**config.mk**
```make
export PLATFORM = sky130hd
export DESIGN_NAME = quad_decoder
export DESIGN_NICKNAME = d
export VERILOG_FILES = /design/src/rtl/quad_decoder_pkg.sv /design/src/rtl/quad_decoder_filter.sv /design/src/rtl/quad_decoder.sv
export SDC_FILE = /design/constraint.sdc
export NUM_CORES = 1
export LEC_CHECK = 0
export BUFFER_PORTS_ARGS = -buffer_cell sky130_fd_sc_hd__clkbuf_2
export CAP_MARGIN = 10
export CORE_AREA = 2 2 44 46
export DETAILED_ROUTE_END_ITERATION = 10
export DIE_AREA = 0 0 46 48
export PLACE_DENSITY_LB_ADDON = 0.15
export SETUP_SLACK_MARGIN = 0.2
export SLEW_MARGIN = 10
export SYNTH_ARGS = -nofsm -noshare
export SYNTH_HDL_FRONTEND = slang
export SYNTH_SLANG_ARGS = --single-unit
```
**constraint.sdc**
```tcl
create_clock -name clk -period 2 [get_ports clk]
set_clock_uncertainty 0.2 [all_clocks]
set_input_delay 0.6 -clock clk [delete_from_list [all_inputs] [get_ports clk]]
set_output_delay 0.6 -clock clk [all_outputs]
set_load 0.005 [all_outputs]
```
**src/rtl/quad_decoder_pkg.sv**
```systemverilog
// rtl/quad_decoder_pkg.sv - shared types and helpers for the quadrature decoder
package quad_decoder_pkg;

  typedef enum logic [1:0] {
    ST_FILL1 = 2'd0,
    ST_FILL2 = 2'd1,
    ST_LOAD  = 2'd2,
    ST_RUN   = 2'd3
  } state_t;

  localparam int FILTER_LEN_MIN = 1;
  localparam int FILTER_LEN_MAX = 15;

  // Next {B,A} Gray state in the forward direction: 00 -> 01 -> 11 -> 10 -> 00
  function automatic logic [1:0] fwd_next(input logic [1:0] s);
    case (s)
      2'b00:   return 2'b01;
      2'b01:   return 2'b11;
      2'b11:   return 2'b10;
      default: return 2'b00;
    endcase
  endfunction

endpackage

```
**src/rtl/quad_decoder_filter.sv**
```systemverilog
// rtl/quad_decoder_filter.sv - two-flop synchroniser plus stability filter for one phase
module quad_filter #(
  parameter int FILTER_LEN = 3
) (
  input  logic clk,
  input  logic rst,
  input  logic i_d,
  input  logic i_load,
  output logic o_sync,
  output logic o_f
);

  localparam int CNT_W = (FILTER_LEN > 1) ? $clog2(FILTER_LEN) : 1;
  localparam logic [CNT_W-1:0] CNT_LAST = CNT_W'(FILTER_LEN - 1);

  logic             r_s1;
  logic             r_s2;
  logic             r_f;
  logic [CNT_W-1:0] r_cnt;

  // Any return of s2 to f before acceptance restarts the run count
  always_ff @(posedge clk or negedge rst) begin
    if (!rst) begin
      r_s1  <= 1'b0;
      r_s2  <= 1'b0;
      r_f   <= 1'b0;
      r_cnt <= '0;
    end else begin
      r_s1 <= i_d;
      r_s2 <= r_s1;
      if (i_load) begin
        r_f   <= r_s2;
        r_cnt <= '0;
      end else if (r_s2 == r_f) begin
        r_cnt <= '0;
      end else if (r_cnt == CNT_LAST) begin
        r_f   <= r_s2;
        r_cnt <= '0;
      end else begin
        r_cnt <= r_cnt + 1'b1;
      end
    end
  end

  assign o_sync = r_s2;
  assign o_f    = r_f;

endmodule

```
**src/rtl/quad_decoder.sv**
```systemverilog
// rtl/quad_decoder.sv - quadrature encoder front-end: filtering, Gray decode, inc/dec strobes
import quad_decoder_pkg::*;

module quad_decoder #(
  parameter int FILTER_LEN = 3
) (
  input  logic       clk,
  input  logic       rst,
  input  logic [1:0] i_q,
  input  logic       i_clr_err,
  output logic       o_inc,
  output logic       o_dec,
  output logic       o_err,
  output logic [1:0] o_phase
);

  state_t     r_state;
  logic [1:0] r_prev;
  logic       r_inc;
  logic       r_dec;
  logic       r_err;

  logic [1:0] w_sync;
  logic [1:0] w_f;
  logic       w_load;
  logic       w_step_err;

  assign w_load = (r_state == ST_LOAD);

  for (genvar i = 0; i < 2; i++) begin : g_phase
    quad_filter #(.FILTER_LEN(FILTER_LEN)) u_filt (
      .clk    (clk),
      .rst    (rst),
      .i_d    (i_q[i]),
      .i_load (w_load),
      .o_sync (w_sync[i]),
      .o_f    (w_f[i])
    );
  end

  assign w_step_err = (r_state == ST_RUN) && ((w_f ^ r_prev) == 2'b11);

  // Preload prev from the synchroniser so an encoder resting at non-00 is not an error
  always_ff @(posedge clk or negedge rst) begin
    if (!rst) begin
      r_state <= ST_FILL1;
      r_prev  <= 2'b00;
      r_inc   <= 1'b0;
      r_dec   <= 1'b0;
      r_err   <= 1'b0;
    end else begin
      r_inc <= 1'b0;
      r_dec <= 1'b0;
      case (r_state)
        ST_FILL1: r_state <= ST_FILL2;
        ST_FILL2: r_state <= ST_LOAD;
        ST_LOAD: begin
          r_prev  <= w_sync;
          r_state <= ST_RUN;
        end
        ST_RUN: begin
          if (w_f != r_prev) begin
            r_prev <= w_f;
            if (w_f == fwd_next(r_prev))
              r_inc <= 1'b1;
            else if (r_prev == fwd_next(w_f))
              r_dec <= 1'b1;
          end
        end
        default: r_state <= ST_FILL1;
      endcase
      if (w_step_err)
        r_err <= 1'b1;
      else if (i_clr_err)
        r_err <= 1'b0;
    end
  end

  assign o_inc   = r_inc;
  assign o_dec   = r_dec;
  assign o_err   = r_err;
  assign o_phase = w_f;

endmodule

```
Word level (Yosys, flattened, before mapping)
Cells that the tools add are included.
- reductions and logical operators: 12
- mux-type cells: 31
- eq/ne operators: 18
- add/subtract/negate cells: 2
- bitwise gates (word level): 1
- operators with widths (operator ; count):
    $mux 2 ; 12
    $pmux 2 s3 ; 3
    $mux 1 ; 15
    $eq 2x2->1 const B ; 7
    $reduce_bool 2->1 ; 4
    $eq 2x1->1 const B ; 3
    $logic_not 2->1 ; 3
    $reduce_and 2->1 ; 3
    $add 2x1->2 const B ; 2
    $eq 2x2->1 ; 2
    $ne 2x1->1 const B ; 2
    $pmux 2 s2 ; 1
    $reduce_bool 3->1 ; 1
    $eq 1x1->1 ; 2
    $ne 2x2->1 ; 1
    $ne 2x2->1 const B ; 1
    $xor 2x2->2 ; 1
    $logic_and 1x1->1 ; 1
- word-level logic and storage cells: 77
- bits in registers: 17

Depth between registers and ports, before layout
Gate-level depths: netlist of the first run.
- word-level depth: 13
- mapped depth: 4

Hierarchy
Synthesis of the first run repeated with hierarchy kept, for this count alone.
- cells, all modules: 54
- area total of the unflattened synthesis: 688.2 µm²
- modules (own cells, without submodules) (module ; seq. area each (µm²) ; area an instance (µm²) ; cells each ; instances):
    quad_decoder ; 175.2 ; 352.8 ; 30 ; 1
    quad_filter ; 125.1 ; 167.7 ; 12 ; 2

Worst setup path after synthesis of the first run
OpenSTA, ideal clock, no wires.
- kind: reg-to-reg
- from: reg r_state[0]
- to: reg g_phase[0].u_filt.r_f
- cell stages (with the launch flop): 5
- setup slack: 0.526 ns
- clock period less this slack: 1.474 ns
- data arrival time: 1.149 ns
- buffers on the path: 0
- cells stage by stage: dfrtp_1 inv_1 ha_1 a21oi_1 mux2_2
- longest elaborated chain between the ends: 3
- ends and longest elaborated chain (element ; RTL line ; text):
    from (decl) ; quad_decoder.sv:17 ; state_t r_state;
    from (signal assigned) ; quad_decoder.sv:46 ; r_state <= ST_FILL1;
    from (signal assigned) ; quad_decoder.sv:55 ; ST_FILL1: r_state <= ST_FILL2;
    from (signal assigned) ; quad_decoder.sv:56 ; ST_FILL2: r_state <= ST_LOAD;
    $eq 2x2->1 * ; quad_decoder.sv:28 ; assign w_load = (r_state == ST_LOAD);
    $ne 2x1->1 (no line) / $reduce_bool 2->1 (equally long branches) ; n/a ;
    $reduce_and 2->1 (no line) ; n/a ;
    to (signal assigned) ; quad_decoder_filter.sv:32 ; r_f <= r_s2;
    to (signal assigned) ; quad_decoder_filter.sv:37 ; r_f <= r_s2;
    to (decl) ; quad_decoder_filter.sv:18 ; logic r_f;
Every way passes the cells marked *; elsewhere a longest branch is shown, timed or not.
A chain may end at the register's enable or synchronous reset.

Final worst setup path of the first run
- from: reg g_phase[1].u_filt.r_f
- to: out o_phase[1]
- RTL lines (element ; RTL line ; text):
    from (decl) ; quad_decoder_filter.sv:18 ;
    from (signal assigned) ; quad_decoder_filter.sv:32 ;
    from (signal assigned) ; quad_decoder_filter.sv:37 ;
    to (decl) ; quad_decoder.sv:14 ; output logic [1:0] o_phase
No word-level cell between the ends.

==> results.py, run 1 <==
metrics = {
    "setup_path": {
        "crit_path_top_delay_cell": "dfrtp_1",
        "required_ps": 1200,
        "worstPathArrival_ps": 930,
        "critical_path.max_stage_delay_ps": 480,
        "critPathBufInv": 1,
        "crit_type": "reg -> out",
        "cp_top_family": "flip-flops",
        "cp_max_fo": 6,
        "worstSetupStartpointType": "register",
        "end_kind": "primary output",
        "crit_chain": "clkbuf_2",
    },
    "die": {
        "start_util_pct": 41.6,
        "fp.dieW_um": 46,
        "die_h_um": 48,
        "coreArea_um2": 1690,
        "ios": 10,
        "num_rows": 15,
        "die-area_um2": 2210,
    },
    "worst_hold_path": {
        "hold_path_class": "in -> async",
    },
    "cts": {
        "clkLatencyLatePin_ps": 280,
        "clockBufferDepth": 2,
        "htree_levels": 1,
        "tritoncts": "built",
        "hold_buffers": 0,
        "path_clk_slew_ps": 100,
        "clkSinkCount": 17,
        "cts_root_buf": "clkbuf_4",
        "cts_made_buffers": 3,
    },
    "final_layout": {
        "drive_gt1_share_pct": 22.1,
        "fin_nets": 78,
        "syn_to_final_growth_pct": 11.2,
        "utilization_pct": 46.2,
        "antenna_cells": 0,
    },
    "route": {
        "drtPass1Iterations": 3,
        "wl_met3_um": 65,
        "dr_wl_met2_um": 424,
        "drt_wl_total_um": 935,
        "wire_per_inst_um": 11.0,
        "wl_met1_um": 438,
        "routed.top_layer": "met4",
        "drtAntennaViolNets": 0,
        "drt-initial-drc-count": 3,
        "drc": 0,
        "dr_total_vias": 397,
        "via_per_inst": 4.67,
    },
    "yosys": {
        "yosys_warnings": 0,
        "synth_cells": 57,
        "post_synth_instance_area_um2": 702,
        "ys_types": 16,
        "syn_area_per_cell_um2": 12.3,
        "ys_ff_latch": 17,
        "synth_nets": 66,
        "synth-seq-area-share_pct": 60.6,
    },
    "place": {
        "port_buffers": 9,
        "dp_hpwl_um": 691,
        "place.gp.congestion": 0.681,
    },
    "timing": {
        "worst_pin_slew_ps": 407,
        "setup_violations": 0,
        "fmax_mhz": 579,
        "period_share_pct": 86.4,
        "rsz0062_at_grt": "false",
        "slew-limit-headroom_pct": 72.8,
        "fin_hold_ws_ps": 16.5,
        "hold_viol_final": 0,
        "drv_slew": 0,
        "fin_setup_tns_ps": 0,
        "fin_crit_ps": 1730,
    },
    "global_routing": {
        "grt_pass1_vias": 362,
        "grt_max_degree": 18,
        "antenna_found_initial": 0,
        "grt_overflow_total": 0,
        "grt_pass1_wl_mm": 1.57,
        "grt_util_all_layers_pct": 10.8,
    },
    "flow_run": {
        "maxCapViolCount": 0,
    },
    "outcome": {
        "run_status": "finished clean",
    },
    "power": {
        "ir_worst_vdd_v": 0.000843,
        "powerDensity_nw_per_um2": 1320,
        "leakagePower_uw": 0.000396,
    },
}
## final timing paths
check,from,to,slack (ps),cells past startpoint
min in group clk,g_phase[0].u_filt.r_s1,g_phase[0].u_filt.o_sync,160,0
worst min-delay path,rst,g_phase[1].u_filt.r_cnt[0],20,1
worst max register to register,r_state[0],g_phase[0].u_filt.o_f,420,4
worst max-delay path,g_phase[1].u_filt.o_f,o_phase[1],270,1
max in group asynchronous,rst,g_phase[0].u_filt.o_f,1260,1
worst min register to register,g_phase[0].u_filt.r_s1,g_phase[0].u_filt.o_sync,160,0
## Yosys cell counts
cell type | count | share of area [%]
a21oi_1 | 2 | 1.4
and3_1 | 1 | 0.89
buf_4 | 2 | 2.1
dfrtp_1 | 17 | 61
ha_1 | 4 | 7.1
inv_1 | 5 | 2.7
mux2_2 | 2 | 3.2
mux2i_1 | 3 | 4.3
nand2_1 | 3 | 1.6
nand3_1 | 1 | 0.71
nor2_1 | 4 | 2.1
nor3b_1 | 1 | 1.1
o21ai_0 | 4 | 2.9
or3_1 | 2 | 1.8
xnor2_1 | 3 | 3.7
xor2_1 | 3 | 3.7
## area by class of cell
type | count | area, um^2
fill | 157 | 908
timing repair buffer | 9 | 45.0
inverter | 5 | 18.8
tap | 17 | 21.3
multi-input combinational | 33 | 243
sequential | 17 | 427
clock buffer | 4 | 26.3
## power breakdown
part	total (uW)	switching, uW	internal, uW
clock network	177	99.8	77.5
registers	548	93.1	455
logic	301	127	174
## cells in the final DEF (no fill, tap or decap)
| master | instances |
|---|---|
| dfrtp_2 | 1 |
| mux2_2 | 2 |
| and3_1 | 1 |
| o21ai_0 | 4 |
| inv_1 | 5 |
| nor2_1 | 4 |
| or3_1 | 2 |
| clkbuf_2 | 9 |
| clkbuf_1 | 1 |
| mux2i_1 | 3 |
| ha_1 | 4 |
| nor3b_1 | 1 |
| xnor2_1 | 3 |
| nand3_1 | 1 |
| a21oi_1 | 2 |
| clkbuf_4 | 3 |
| xor2_1 | 3 |
| nand2_1 | 3 |
| dfrtp_1 | 16 |
## routing by layer
layer  vias to the layer above  global-route usage [%]
li1                        207                       -
met4                         0                    3.43
met1                       175                    12.0
met2                        13                    17.2
met3                         2                    6.79
met5                         -                       0
## flip-flops by register name, indices dropped and copies added (netlist names)
name / count
g_phase.u_filt.r_cnt: 4
g_phase.u_filt.r_s1: 2
r_prev: 2
r_state: 2
o_dec: 1
g_phase.u_filt.o_f: 2
o_err: 1
g_phase.u_filt.o_sync: 2
o_inc: 1
## per-stage QoR
step	total power, uW	area (um^2)	setup WS (ps)	instances
2_1_floorplan	790	702	526	57
3_3_place_gp	857	753	469	81
3_5_place_dp	860	753	416	81
4_1_cts	1040	779	254	85
5_1_grt	1120	781	219	85
6_report	1030	781	273	85
## logic make-up after synthesis
kind of cell,Yosys count,synth area share [%]
simple gates,12,8.20
mux,5,7.49
compound gates,6,4.28
fa+ha+maj,4,7.13
flops,17,60.6
xor+xnor,6,7.49
buf+inv,7,4.81
## repair_timing
item                       in CTS  in global routing
gates resized for setup         0                  1
setup endpoints to repair       0                  1
buffers inserted                0                  0
(Power assumes the default switching activity.)
==> run 2: changes to the inputs <==
Settings changed: CORE_AREA 2 2 44 46 to 2 2 43 45, DIE_AREA 0 0 46 48 to 0 0 45 47, SLEW_MARGIN 10 to default.
==> run 2 against run 1 <==
Compared with the run above: combinational power is essentially flat; non-clock buffer count is the same; register-to-register slack is essentially flat; critical path type unchanged; clock power is essentially flat; global-route usage grew 0.60 points; final cell count is the same; sequential cell count is the same; maximum frequency grew 0.55%.
==> results.py, run 2 (same netlist as run 1, synthesis figures left out) <==
metrics = {
    "final_layout": {
        "drive_gt1_share_pct": 23.5,
        "antenna_cells": 0,
        "layout_commonest_cell": "dfrtp_1",
        "final.fill_count": 159,
        "syn_to_final_growth_pct": 11.4,
        "utilization_pct": 47.3,
        "fin_nets": 78,
        "largest_reg_flops": 4,
        "layout_common_cells": "16 x dfrtp_1, 9 x clkbuf_2, 5 x inv_1",
        "regMostFlops": "g_phase.u_filt.r_cnt",
    },
    "flow_run": {
        "maxCapViolCount": 0,
    },
    "setup_path": {
        "worstSetupStartpointType": "register",
        "crit_type": "reg -> out",
        "cp_top_family": "flip-flops",
        "critPathBufInv": 1,
        "end_kind": "primary output",
        "worstPathArrival_ps": 920,
        "cp_max_fo": 6,
        "critical_path.max_stage_delay_ps": 480,
        "crit_path_top_delay_cell": "dfrtp_1",
        "required_ps": 1200,
        "crit_chain": "clkbuf_2",
    },
    "timing": {
        "drv_slew": 0,
        "setup_violations": 0,
        "fin_crit_ps": 1720,
        "worst_pin_slew_ps": 408,
        "fin_setup_tns_ps": 0,
        "rsz0062_at_grt": "false",
        "slew-limit-headroom_pct": 72.8,
        "setup_slack_ps": 282,
        "period_share_pct": 85.9,
        "hold_viol_final": 0,
        "fmax_mhz": 582,
    },
    "cts": {
        "clockBufferDepth": 2,
        "post-cts-setup-buffers": 0,
        "clkSinkCount": 17,
        "cts_root_buf": "clkbuf_4",
        "path_clk_slew_ps": 100,
        "cts_made_buffers": 3,
        "tritoncts": "built",
        "htree_levels": 1,
        "post_cts_resized": 0,
        "hold_buffers": 0,
        "clkLatencyLatePin_ps": 280,
    },
    "route": {
        "drtPass1Iterations": 2,
        "wire_per_inst_um": 10.8,
        "drt-initial-drc-count": 4,
        "drt_wl_total_um": 918,
        "via_per_inst": 4.82,
        "drc": 0,
        "dr_total_vias": 410,
        "drtAntennaViolNets": 0,
    },
    "global_routing": {
        "grt_max_degree": 18,
        "antenna_found_initial": 0,
        "grt_pass1_wl_mm": 1.63,
        "grt_pass1_vias": 370,
        "grt_overflow_total": 0,
        "grt_util_all_layers_pct": 11.4,
    },
    "power": {
        "ir_worst_vdd_v": 0.000447,
        "leakagePower_uw": 0.000399,
        "p_switching_uw": 325,
        "p_seq_share_pct": 53.1,
        "p_sw_share_pct": 31.6,
        "powerDensity_nw_per_um2": 1310,
        "pwr-share-comb_pct": 29.6,
        "finalPower_uw": 1030,
        "clkPwrFrac_pct": 17.3,
        "intPower_uw": 703,
    },
    "place": {
        "place_ws_ps": 430,
        "dp_hpwl_um": 691,
        "port_buffers": 9,
        "place.gp.congestion": 0.658,
    },
    "die": {
        "num_rows": 15,
        "ios": 10,
        "start_util_pct": 42.5,
        "die-area_um2": 2120,
        "fp.dieW_um": 45,
        "coreArea_um2": 1650,
        "die_h_um": 47,
    },
    "outcome": {
        "run_status": "finished clean",
    },
    "worst_hold_path": {
        "hold_path_class": "in -> async",
    },
}
-- run 2: path summary, 6_finish.rpt --
kind	startpoint	endpoint	slack, ps	cells after the start
hold reg to reg	g_phase[0].u_filt.r_s1	g_phase[0].u_filt.o_sync	160	0
min in group clk	g_phase[0].u_filt.r_s1	g_phase[0].u_filt.o_sync	160	0
hold / removal	rst	o_dec	20	1
setup / recovery	g_phase[0].u_filt.o_f	o_phase[0]	280	1
max in group asynchronous	rst	g_phase[1].u_filt.o_f	1260	1
setup reg to reg	r_state[0]	g_phase[1].u_filt.o_f	430	4
-- run 2: layout make-up --
type	count	area [um^2]	area share [%]
clock buffer	3	22.5	2.88
clock inverter	1	5.00	0.640
inverter	5	18.8	2.40
multi-input combinational	33	243	31.0
sequential	17	427	54.6
tap	17	21.3	2.72
timing repair buffer	9	45.0	5.76
-- run 2: per-stage QoR --
stage | hold WS [ps] | area, um^2 | cells
after floorplan | 104 | 702 | 57
after global placement | 134 | 753 | 81
after detailed placement | 139 | 753 | 81
after CTS | 26.7 | 781 | 85
after global routing | 27.8 | 782 | 85
final | 23.8 | 782 | 85
-- run 2: metal layers --
metal | vias up | GRT usage, % | routed length [um] | share of wire (%)
met4 | 0 | 8.82 | 10 | 1.1
met5 | - | 0 | 0 | 0
li1 | 203 | - | - | -
met3 | 2 | 4.62 | 43 | 4.7
met2 | 7 | 15.7 | 429 | 47
met1 | 198 | 14.3 | 434 | 47
-- run 2: power by group through the flow --
stage | Sequential, uW | Combinational (uW) | Clock, uW
floorplan | 538 | 252 | 0
global placement | 555 | 308 | 0
detailed placement | 556 | 310 | 0
CTS | 548 | 311 | 193
global route | 567 | 362 | 211
finish | 546 | 304 | 178
